### src/rtl/instruction_fetch_pkg.sv
// instruction_fetch_pkg: shared widths, halt word and fetch state encoding
package instruction_fetch_pkg;
  localparam int FETCH_ADDR_W = 10;
  localparam int FETCH_DATA_W = 32;
  localparam logic [FETCH_DATA_W-1:0] FETCH_HALT_WORD = 32'hFFFF_FFFF;
  typedef enum logic [1:0] {ST_RUN, ST_STALL, ST_HALT} fetch_state_e;
endpackage

### src/rtl/instruction_fetch_fifo.sv
// instruction_fetch_fifo: DEPTH-entry first-word-fall-through FIFO with single-edge flush
module instruction_fetch_fifo #(
  parameter int DEPTH = 2,
  parameter int W = 42,
  localparam int CW = $clog2(DEPTH + 1)
) (
  input  logic          clk,
  input  logic          reset,
  input  logic          flush_i,
  input  logic          push_i,
  input  logic          pop_i,
  input  logic [W-1:0]  din_i,
  output logic [W-1:0]  dout_o,
  output logic          valid_o,
  output logic [CW-1:0] count_o
);
  localparam int PW = $clog2(DEPTH);
  logic [W-1:0] mem_q [DEPTH];
  logic [PW-1:0] wr_q, rd_q;
  logic [CW-1:0] cnt_q;
  function automatic logic [PW-1:0] inc(input logic [PW-1:0] p);
    return (p == PW'(DEPTH - 1)) ? '0 : p + 1'b1;
  endfunction
  // storage needs no reset: the head is only visible while count is non-zero
  always_ff @(posedge clk)
    if (push_i) mem_q[wr_q] <= din_i;
  // pointers and occupancy; flush empties the buffer in one edge
  always_ff @(posedge clk)
    if (reset || flush_i) begin
      wr_q  <= '0;
      rd_q  <= '0;
      cnt_q <= '0;
    end else begin
      if (push_i) wr_q <= inc(wr_q);
      if (pop_i) rd_q <= inc(rd_q);
      cnt_q <= cnt_q + CW'(push_i) - CW'(pop_i);
    end
  assign valid_o = cnt_q != '0;
  assign dout_o  = valid_o ? mem_q[rd_q] : '0;
  assign count_o = cnt_q;
endmodule

### src/rtl/instruction_fetch.sv
// instruction_fetch: pc master for instruction memory, buffers {pc, word} to decode; HALT_DETECT_EN enables halt-word stop
module instruction_fetch
  import instruction_fetch_pkg::*;
#(
  parameter int ADDR_W = FETCH_ADDR_W,
  parameter int DATA_W = FETCH_DATA_W,
  parameter logic [ADDR_W-1:0] RESET_PC = '0,
  parameter int DEPTH = 2
) (
  input  logic              clk,
  input  logic              reset,
  output logic [ADDR_W-1:0] pc,
  input  logic [DATA_W-1:0] instruction,
  input  logic              redirect_valid,
  input  logic [ADDR_W-1:0] redirect_pc,
  output logic              ins_valid,
  input  logic              ins_ready,
  output logic [DATA_W-1:0] ins_out,
  output logic [ADDR_W-1:0] ins_pc,
  output logic              halted
);
  localparam int CW = $clog2(DEPTH + 1);
  localparam int OW = CW + 1;
  fetch_state_e state_q, state_d;
  logic [ADDR_W-1:0] pc_q, pc_d, inflight_pc_q;
  logic inflight_q, push, pop, halt_push, room, issue;
  logic [CW-1:0] count;
  logic [OW-1:0] occ;
  logic [ADDR_W+DATA_W-1:0] head;
  assign pop  = ins_valid & ins_ready;
  assign push = inflight_q & ~redirect_valid & (state_q != ST_HALT);
`ifdef HALT_DETECT_EN
  assign halt_push = push & (instruction == DATA_W'(FETCH_HALT_WORD));
  assign halted    = state_q == ST_HALT;
`else
  assign halt_push = 1'b0;
  assign halted    = 1'b0;
`endif
  assign occ   = OW'(count) + OW'(push) - OW'(pop);
  assign room  = occ < OW'(DEPTH);
  assign issue = ~redirect_valid & ~halt_push & (state_q != ST_HALT) & room;
  // next fetch address and state; redirect outranks halt and stall
  always_comb begin
    pc_d    = redirect_valid ? redirect_pc : issue ? pc_q + 1'b1 : pc_q;
    state_d = redirect_valid ? ST_RUN :
              (halt_push || state_q == ST_HALT) ? ST_HALT :
              issue ? ST_RUN : ST_STALL;
  end
  // fetch registers: the word returning next cycle belongs to the pc held now
  always_ff @(posedge clk)
    if (reset) begin
      state_q       <= ST_RUN;
      pc_q          <= RESET_PC;
      inflight_q    <= 1'b0;
      inflight_pc_q <= '0;
    end else begin
      state_q       <= state_d;
      pc_q          <= pc_d;
      inflight_q    <= issue;
      inflight_pc_q <= pc_q;
    end
  instruction_fetch_fifo #(.DEPTH(DEPTH), .W(ADDR_W + DATA_W)) u_fifo (
    .clk     (clk),
    .reset   (reset),
    .flush_i (redirect_valid),
    .push_i  (push),
    .pop_i   (pop),
    .din_i   ({inflight_pc_q, instruction}),
    .dout_o  (head),
    .valid_o (ins_valid),
    .count_o (count)
  );
  assign pc = pc_q;
  assign {ins_pc, ins_out} = head;
endmodule

### config.mk
export PLATFORM = sky130hd
export DESIGN_NAME = instruction_fetch
export DESIGN_NICKNAME = d
export VERILOG_FILES = /design/src/rtl/instruction_fetch_pkg.sv /design/src/rtl/instruction_fetch_fifo.sv /design/src/rtl/instruction_fetch.sv
export SDC_FILE = /design/constraint.sdc
export NUM_CORES = 1
export LEC_CHECK = 0
export CAP_MARGIN = 25
export CORE_MARGIN = 2
export CORE_UTILIZATION = 47
export CTS_BUF_LIST = sky130_fd_sc_hd__clkbuf_16
export CTS_CLUSTER_DIAMETER = 150
export DETAILED_ROUTE_END_ITERATION = 10
export GPL_TIMING_DRIVEN = 0
export PLACE_DENSITY = 0.8
export SYNTH_ARGS = -nofsm -noshare
export SYNTH_HDL_FRONTEND = slang
export SYNTH_SLANG_ARGS = --single-unit
### constraint.sdc
create_clock -name clk -period 6.2 [get_ports clk]
set_input_delay 1.55 -clock clk [delete_from_list [all_inputs] [get_ports clk]]
set_output_delay 1.55 -clock clk [all_outputs]
set_load 0.01 [all_outputs]
==> results of run 1 <==
kinds of logic after synthesis:
kind of cell	count (synthesis)	share of synthesized area
AO/OA/AOI/OAI	18	0.02933
buffers and inverters	26	0.02352
other	1	0.0008702
flip-flops	112	0.7154
XOR/XNOR	7	0.01423
multiplexers	43	0.09988
adder cells (fa/ha/maj)	4	0.01336
AND/OR/NAND/NOR	93	0.1034
sequential cells by signal, summed over array words and instances, names as in the netlist, named ones only:
signal and count:
u_fifo.mem_q 84, inflight_pc_q 10, pc 10, state_q 2, u_fifo.count_o 2, inflight_q 1
u_fifo.rd_q 1, u_fifo.wr_q 1
through the flow:
| stage | area (um^2) | worst slack [ns] | cells |
|---|---|---|---|
| after floorplan | 4309 | 1.893 | 304 |
| after global placement | 5415 | 0.2566 | 509 |
| after detailed placement | 5472 | 1.458 | 511 |
| after CTS | 5767 | 1.829 | 527 |
| after global routing | 5767 | 1.666 | 527 |
| final | 5767 | 1.808 | 527 |
worst max path at each step:
stage | startpoint | to | cells after the start
floorplan | redirect_valid | u_fifo.mem_q[0][0] | 2
global placement | redirect_valid | u_fifo.mem_q[0][26] | 3
detailed placement | redirect_valid | pc[7] | 8
CTS | redirect_valid | pc[7] | 8
global route | redirect_valid | pc[7] | 8
finish | redirect_valid | pc[7] | 8
worst max-delay path, stage by stage:
cell             delay, ns
clkdlybuf4s50_1       0.57
nor3b_1               0.55
ha_1                  0.27
fa_1                  0.50
or3_1                 0.40
clkbuf_1              0.18
o31a_1                0.30
o311a_1               0.28
layer usage:
layer | track usage | vias up | part of all wire
met5 | 0 | - | 0
met3 | 0.03654 | 16 | 0.050
met1 | 0.2242 | 1303 | 0.45
li1 | - | 1321 | -
met4 | 0.07903 | 0 | 0.019
met2 | 0.2807 | 91 | 0.48
layout by cell type, fill, tap and decap left out, types with 4 or more instances in the layout:
cell and instances:
clkdlybuf4s50_1 97, mux2i_1 43, inv_1 9, xnor2_1 6, dfxtp_1 28, nor2_1 55
nor2b_1 9, clkbuf_16 9, a211oi_1 6, edfxtp_1 84, buf_1 4, clkbuf_1 12
nor3_1 4
report_power, final:
group | total, mW | leakage, nW | switching [mW] | internal (mW)
registers | 0.840 | 0.993 | 0.0123 | 0.828
logic | 0.127 | 0.769 | 0.0564 | 0.0705
clock network | 0.561 | 0.150 | 0.246 | 0.314
total | 1.53 | 1.91 | 0.315 | 1.21
area by class of cell:
| class | count | area share |
|---|---|---|
| Timing Repair Buffer | 99 | 0.1766 |
| Buffer | 17 | 0.01172 |
| Tap cell | 108 | 0.02343 |
| Clock inverter | 7 | 0.01215 |
| Clock buffer | 9 | 0.03905 |
| Multi-Input combinational cell | 166 | 0.1966 |
| Inverter | 9 | 0.005858 |
| Sequential cell | 112 | 0.5346 |
==> results.py, run 1 <==
metrics = {
    "status": {
        "status": "complete, no violations",
    },
    "finish": {
        "seqCellArea_mm2": 0.003083,
        "syn2layout_area_growth_pct": 33.83,
        "multiInputGateArea_mm2": 0.001134,
        "final_core_util": 0.6549,
        "num-nets-final": 464,
        "diodes": 0,
        "num-fill-cells": 640,
        "drive_gt1_frac": 0.05728,
    },
    "sta": {
        "slew-limit-headroom": 0.4790,
        "slew_viol_final": 0,
        "final-setup-viol-count": 0,
        "min_period_ns": 4.392,
        "rsz0062_at_grt": "no",
        "fin_crit_sh": 0.7084,
        "hold_viol": 0,
        "setup_tns_ns": 0,
        "clock_skew_ns": 0.007311,
        "tightest_slew_ns": 0.7744,
        "timing.hold.ws_ns": 0.4295,
        "maxClockFrequency_ghz": 0.2277,
    },
    "floorplan": {
        "fp.dieW_um": 99.75,
        "core_mm2": 0.008806,
        "rows": 34,
        "initial_core_util": 0.4893,
        "io_pins": 100,
        "dieArea_mm2": 0.009950,
        "die_h_um": 99.75,
    },
    "placed_design": {
        "io_buffers": 97,
        "dp_hpwl_um": 5641,
        "place.gp.congestion": 0.8590,
    },
    "worst_hold_path": {
        "holdPathStages": 0,
        "hold_path.class": "register to register",
        "worstHoldStart": "inflight_pc_q[3]",
        "worstHoldEndpoint": "u_fifo.mem_q[0][35]",
    },
    "run": {
        "drv_cap": 0,
    },
    "critical_path": {
        "crit_path_start_kind": "input pin",
        "timing.rr.end": "pc[7]",
        "crit_required_ns": 6.43,
        "cp.arrival_ns": 4.62,
        "r2r_slack_ns": 2.66,
        "path_max_fanout": 8,
        "reg2reg_depth": 12,
        "r2r-start": "u_fifo.count_o[1]",
        "end_kind": "register",
        "crit_type": "input pin to register",
    },
    "synth": {
        "synth_edf_count": 84,
        "synthFlopType": "edfxtp_1",
        "synth_area_mm2": 0.004309,
        "syn_area_per_cell_um2": 14.17,
        "syn-instance-count": 304,
        "ys_ff_latch": 112,
        "synth_nets": 354,
        "synth.top_cell.area_share": 0.5854,
        "yosysWarnings": 0,
        "synth_area_leaders": "edfxtp_1 (59%), dfxtp_1 (13%), mux2i_1 (10%)",
        "synth_top_area_cell": "edfxtp_1",
        "synth-async-reset-ratio": 0,
        "yosysMostFrequentCell": "edfxtp_1",
        "ys_seq_area_frac": 0.7154,
        "synthTopCellsByCount": "edfxtp_1 (84), nor2_1 (55), mux2i_1 (43)",
        "synth_cell_types": 36,
    },
    "route": {
        "drt_iter0_drc": 93,
        "num_vias": 2731,
        "routed_wl_um": 8229,
        "drt_pass1_iterations": 4,
        "ant_nets": 0,
        "wl_per_cell_um": 15.61,
        "drc_errors": 0,
        "routed_via_density": 5.182,
    },
    "global_routing": {
        "antenna_found_initial": 0,
        "grt_max_degree": 39,
        "grt_pass1_vias": 2671,
        "grt_pass1_wl_um": 13120,
        "grt.total_usage": 0.1728,
        "overflow": 0,
    },
    "clock_network": {
        "root_buffer": "clkbuf_16",
        "cts_resized": 0,
        "post_cts_buffers": 0,
        "cts_tree": "done",
        "cts.clk_slew.worst_paths_ns": 0.07,
        "clockBufferDepth": 2,
        "hold_buffers": 0,
        "cts_inserted_buffers": 9,
        "cts_sinks": 112,
        "cts-htree-levels": 3,
        "clock_latency_ns": 0.33,
    },
    "pwr": {
        "irDropWorstVdd_mv": 0.1512,
        "p_total_mw": 1.527,
        "power_density_mw_per_mm2": 264.8,
        "leakagePower_nw": 1.912,
    },
}
(Power assumes the default switching activity.)
==> run 2, diff against run 1 <==
==> constraint.sdc (replaced) <==
create_clock -name clk -period 4.45 [get_ports clk]
set_input_delay 1.1125 -clock clk [delete_from_list [all_inputs] [get_ports clk]]
set_output_delay 1.1125 -clock clk [all_outputs]
set_load 0.01 [all_outputs]
==> results of run 2 <==
Same layout as run 1 (identical final DEF). Status: complete, no violations.
Main changes from that run: setup slack after placement 1.458 ns -> 0.1459 ns; setup slack after layout 1.808 ns -> 0.4956 ns; register-to-register setup slack 2.66 ns -> 0.91 ns; total power 1.527 mW -> 2.128 mW; worst IR drop on VDD 0.1512 mV -> 0.2107 mV
==> run 3, diff against run 2 <==
--- a/config.mk
+++ b/config.mk
@@ -11,8 +11,9 @@
 export CTS_BUF_LIST = sky130_fd_sc_hd__clkbuf_16
 export CTS_CLUSTER_DIAMETER = 150
 export DETAILED_ROUTE_END_ITERATION = 10
+export DONT_BUFFER_PORTS = 1
 export GPL_TIMING_DRIVEN = 0
-export PLACE_DENSITY = 0.8
+export PLACE_DENSITY = 0.66
 export SYNTH_ARGS = -nofsm -noshare
 export SYNTH_HDL_FRONTEND = slang
 export SYNTH_SLANG_ARGS = --single-unit
==> results.py, run 3 (synthesized netlist as in run 1, its figures left out) <==
metrics = {
    "pwr": {
        "p_total_mw": 1.997,
        "leakagePower_nw": 1.544,
        "switching_share": 0.2151,
        "p_int_mw": 1.567,
        "irDropWorstVdd_mv": 0.1991,
        "p_clk_frac": 0.366,
        "netSwitchingPower_mw": 0.4296,
        "p_seq_frac": 0.588,
        "p_comb_frac": 0.046,
        "power_density_mw_per_mm2": 418.8,
    },
    "clock_network": {
        "root_buffer": "clkbuf_16",
        "cts.clk_slew.worst_paths_ns": 0.07,
        "clockBufferDepth": 2,
        "cts_sinks": 112,
        "cts-htree-levels": 3,
        "post_cts_buffers": 0,
        "clock_latency_ns": 0.33,
        "cts_inserted_buffers": 9,
        "hold_buffers": 0,
        "cts_tree": "done",
        "cts_resized": 0,
    },
    "route": {
        "wl_per_cell_um": 17.52,
        "routed_wl_um": 7552,
        "drt_iter0_drc": 101,
        "ant_nets": 0,
        "routed_via_density": 5.346,
        "drt_pass1_iterations": 6,
        "num_vias": 2304,
        "drc_errors": 0,
    },
    "finish": {
        "drive_gt1_frac": 0.07453,
        "top_register": "u_fifo.mem_q",
        "num-fill-cells": 746,
        "multiInputGateArea_mm2": 0.001134,
        "mostFrequentLayoutCells": "edfxtp_1 (84), nor2_1 (55), mux2i_1 (43)",
        "layout_commonest_cell": "edfxtp_1",
        "seqCellArea_mm2": 0.003083,
        "num-nets-final": 367,
        "syn2layout_area_growth_pct": 10.66,
        "largest_reg_flops": 84,
    },
    "floorplan": {
        "rows": 34,
        "die_h_um": 99.75,
        "dieArea_mm2": 0.009950,
        "fp.dieW_um": 99.75,
        "core_mm2": 0.008806,
        "io_pins": 100,
        "initial_core_util": 0.4893,
    },
    "sta": {
        "slew_viol_final": 0,
        "tightest_slew_ns": 0.7384,
        "clock_skew_ns": 0.005384,
        "timing.hold.ws_ns": 0.4327,
        "hold_viol": 0,
        "final-setup-viol-count": 0,
        "worst_slack_ns": 0.8440,
        "min_period_ns": 3.606,
        "maxClockFrequency_ghz": 0.2773,
        "rsz0062_at_grt": "no",
        "slew-limit-headroom": 0.5077,
        "fin_crit_sh": 0.8103,
    },
    "placed_design": {
        "place.gp.congestion": 0.7949,
        "dp_hpwl_um": 5135,
        "io_buffers": 0,
        "pre_cts_ws_ns": 0.8113,
    },
    "global_routing": {
        "grt_pass1_wl_um": 11500,
        "grt_pass1_vias": 2308,
        "grt.total_usage": 0.1530,
        "overflow": 0,
        "antenna_found_initial": 1,
        "grt_max_degree": 39,
    },
    "critical_path": {
        "crit_required_ns": 4.68,
        "end_kind": "register",
        "critPathSlowestCell": "nor2_1",
        "path_cells": "nor2_1, inv_1, and2_1, ha_1, inv_1, ha_1, fa_1, xnor2_1, or3_1, clkbuf_1, o31a_1, o311a_1",
        "cp_num_buf_inv": 3,
        "crit_path_start_kind": "register",
        "crit_family": "simple AND/OR/NAND/NOR gates",
        "critPathMaxStageDelay_ns": 0.46,
        "crit_type": "register to register",
        "path_max_fanout": 7,
        "cp.arrival_ns": 3.83,
    },
    "worst_hold_path": {
        "hold_path.class": "register to register",
    },
    "run": {
        "drv_cap": 0,
    },
    "status": {
        "status": "complete, no violations",
    },
}
run 3: changes by cell type in the layout (fill, tap and decap cells not counted), sizes merged:
cell,previous run,this run
clkinv,3,4
clkdlybuf4s50,97,0
bufinv,1,0
diode,0,1
run 3: area by class of cell:
class | count | area share
sequential | 112 | 0.6466
timing repair buffer | 2 | 0.008397
clock inverter | 7 | 0.009971
inverter | 9 | 0.007085
tap | 108 | 0.02834
multi-input combinational | 166 | 0.2377
clock buffer | 9 | 0.04723
buffer | 17 | 0.01417
antenna | 1 | 0.0005248
run 3: worst paths after layout:
path	start	end	slack, ns	cells after the start
worst min-delay path	inflight_pc_q[7]	u_fifo.mem_q[0][39]	0.43	0
worst min register to register	inflight_pc_q[7]	u_fifo.mem_q[0][39]	0.43	0
worst max-delay path	u_fifo.count_o[1]	pc[7]	0.84	12
worst max register to register	u_fifo.count_o[1]	pc[7]	0.84	12
run 3: worst register-to-register path: cells and delay by family (launching register included):
kind	cells	cell delay, ns
adder cells (fa/ha/maj)	3	0.83
flip-flops	1	0.34
AO/OA/AOI/OAI	2	0.60
XOR/XNOR	1	0.24
buffers and inverters	3	0.43
AND/OR/NAND/NOR	3	1.05
run 3: stage by stage:
step,instance area (um^2),setup TNS (ns),utilization,instances
2_1_floorplan,4309,0,-,304
3_3_place_gp,4444,-20.31,0.5047,412
3_5_place_dp,4493,0,0.5102,414
4_1_cts,4766,0,0.5412,430
5_1_grt,4768,0,0.5415,431
6_report,4768,0,0.5415,431
run 3: power by group through the flow:
stage	registers, mW	clock network (mW)	logic [mW]
finish	1.17	0.730	0.0920
global route	1.18	0.800	0.102
CTS	1.17	0.746	0.0934
detailed placement	1.20	0	0.0929
global placement	1.20	0	0.0876
floorplan	1.19	0	0.0715
run 3: metal layers:
metal,track usage,share of wire
met5,0,0
met4,0.06217,0.018
met3,0.05833,0.090
met2,0.2432,0.47
met1,0.1893,0.43
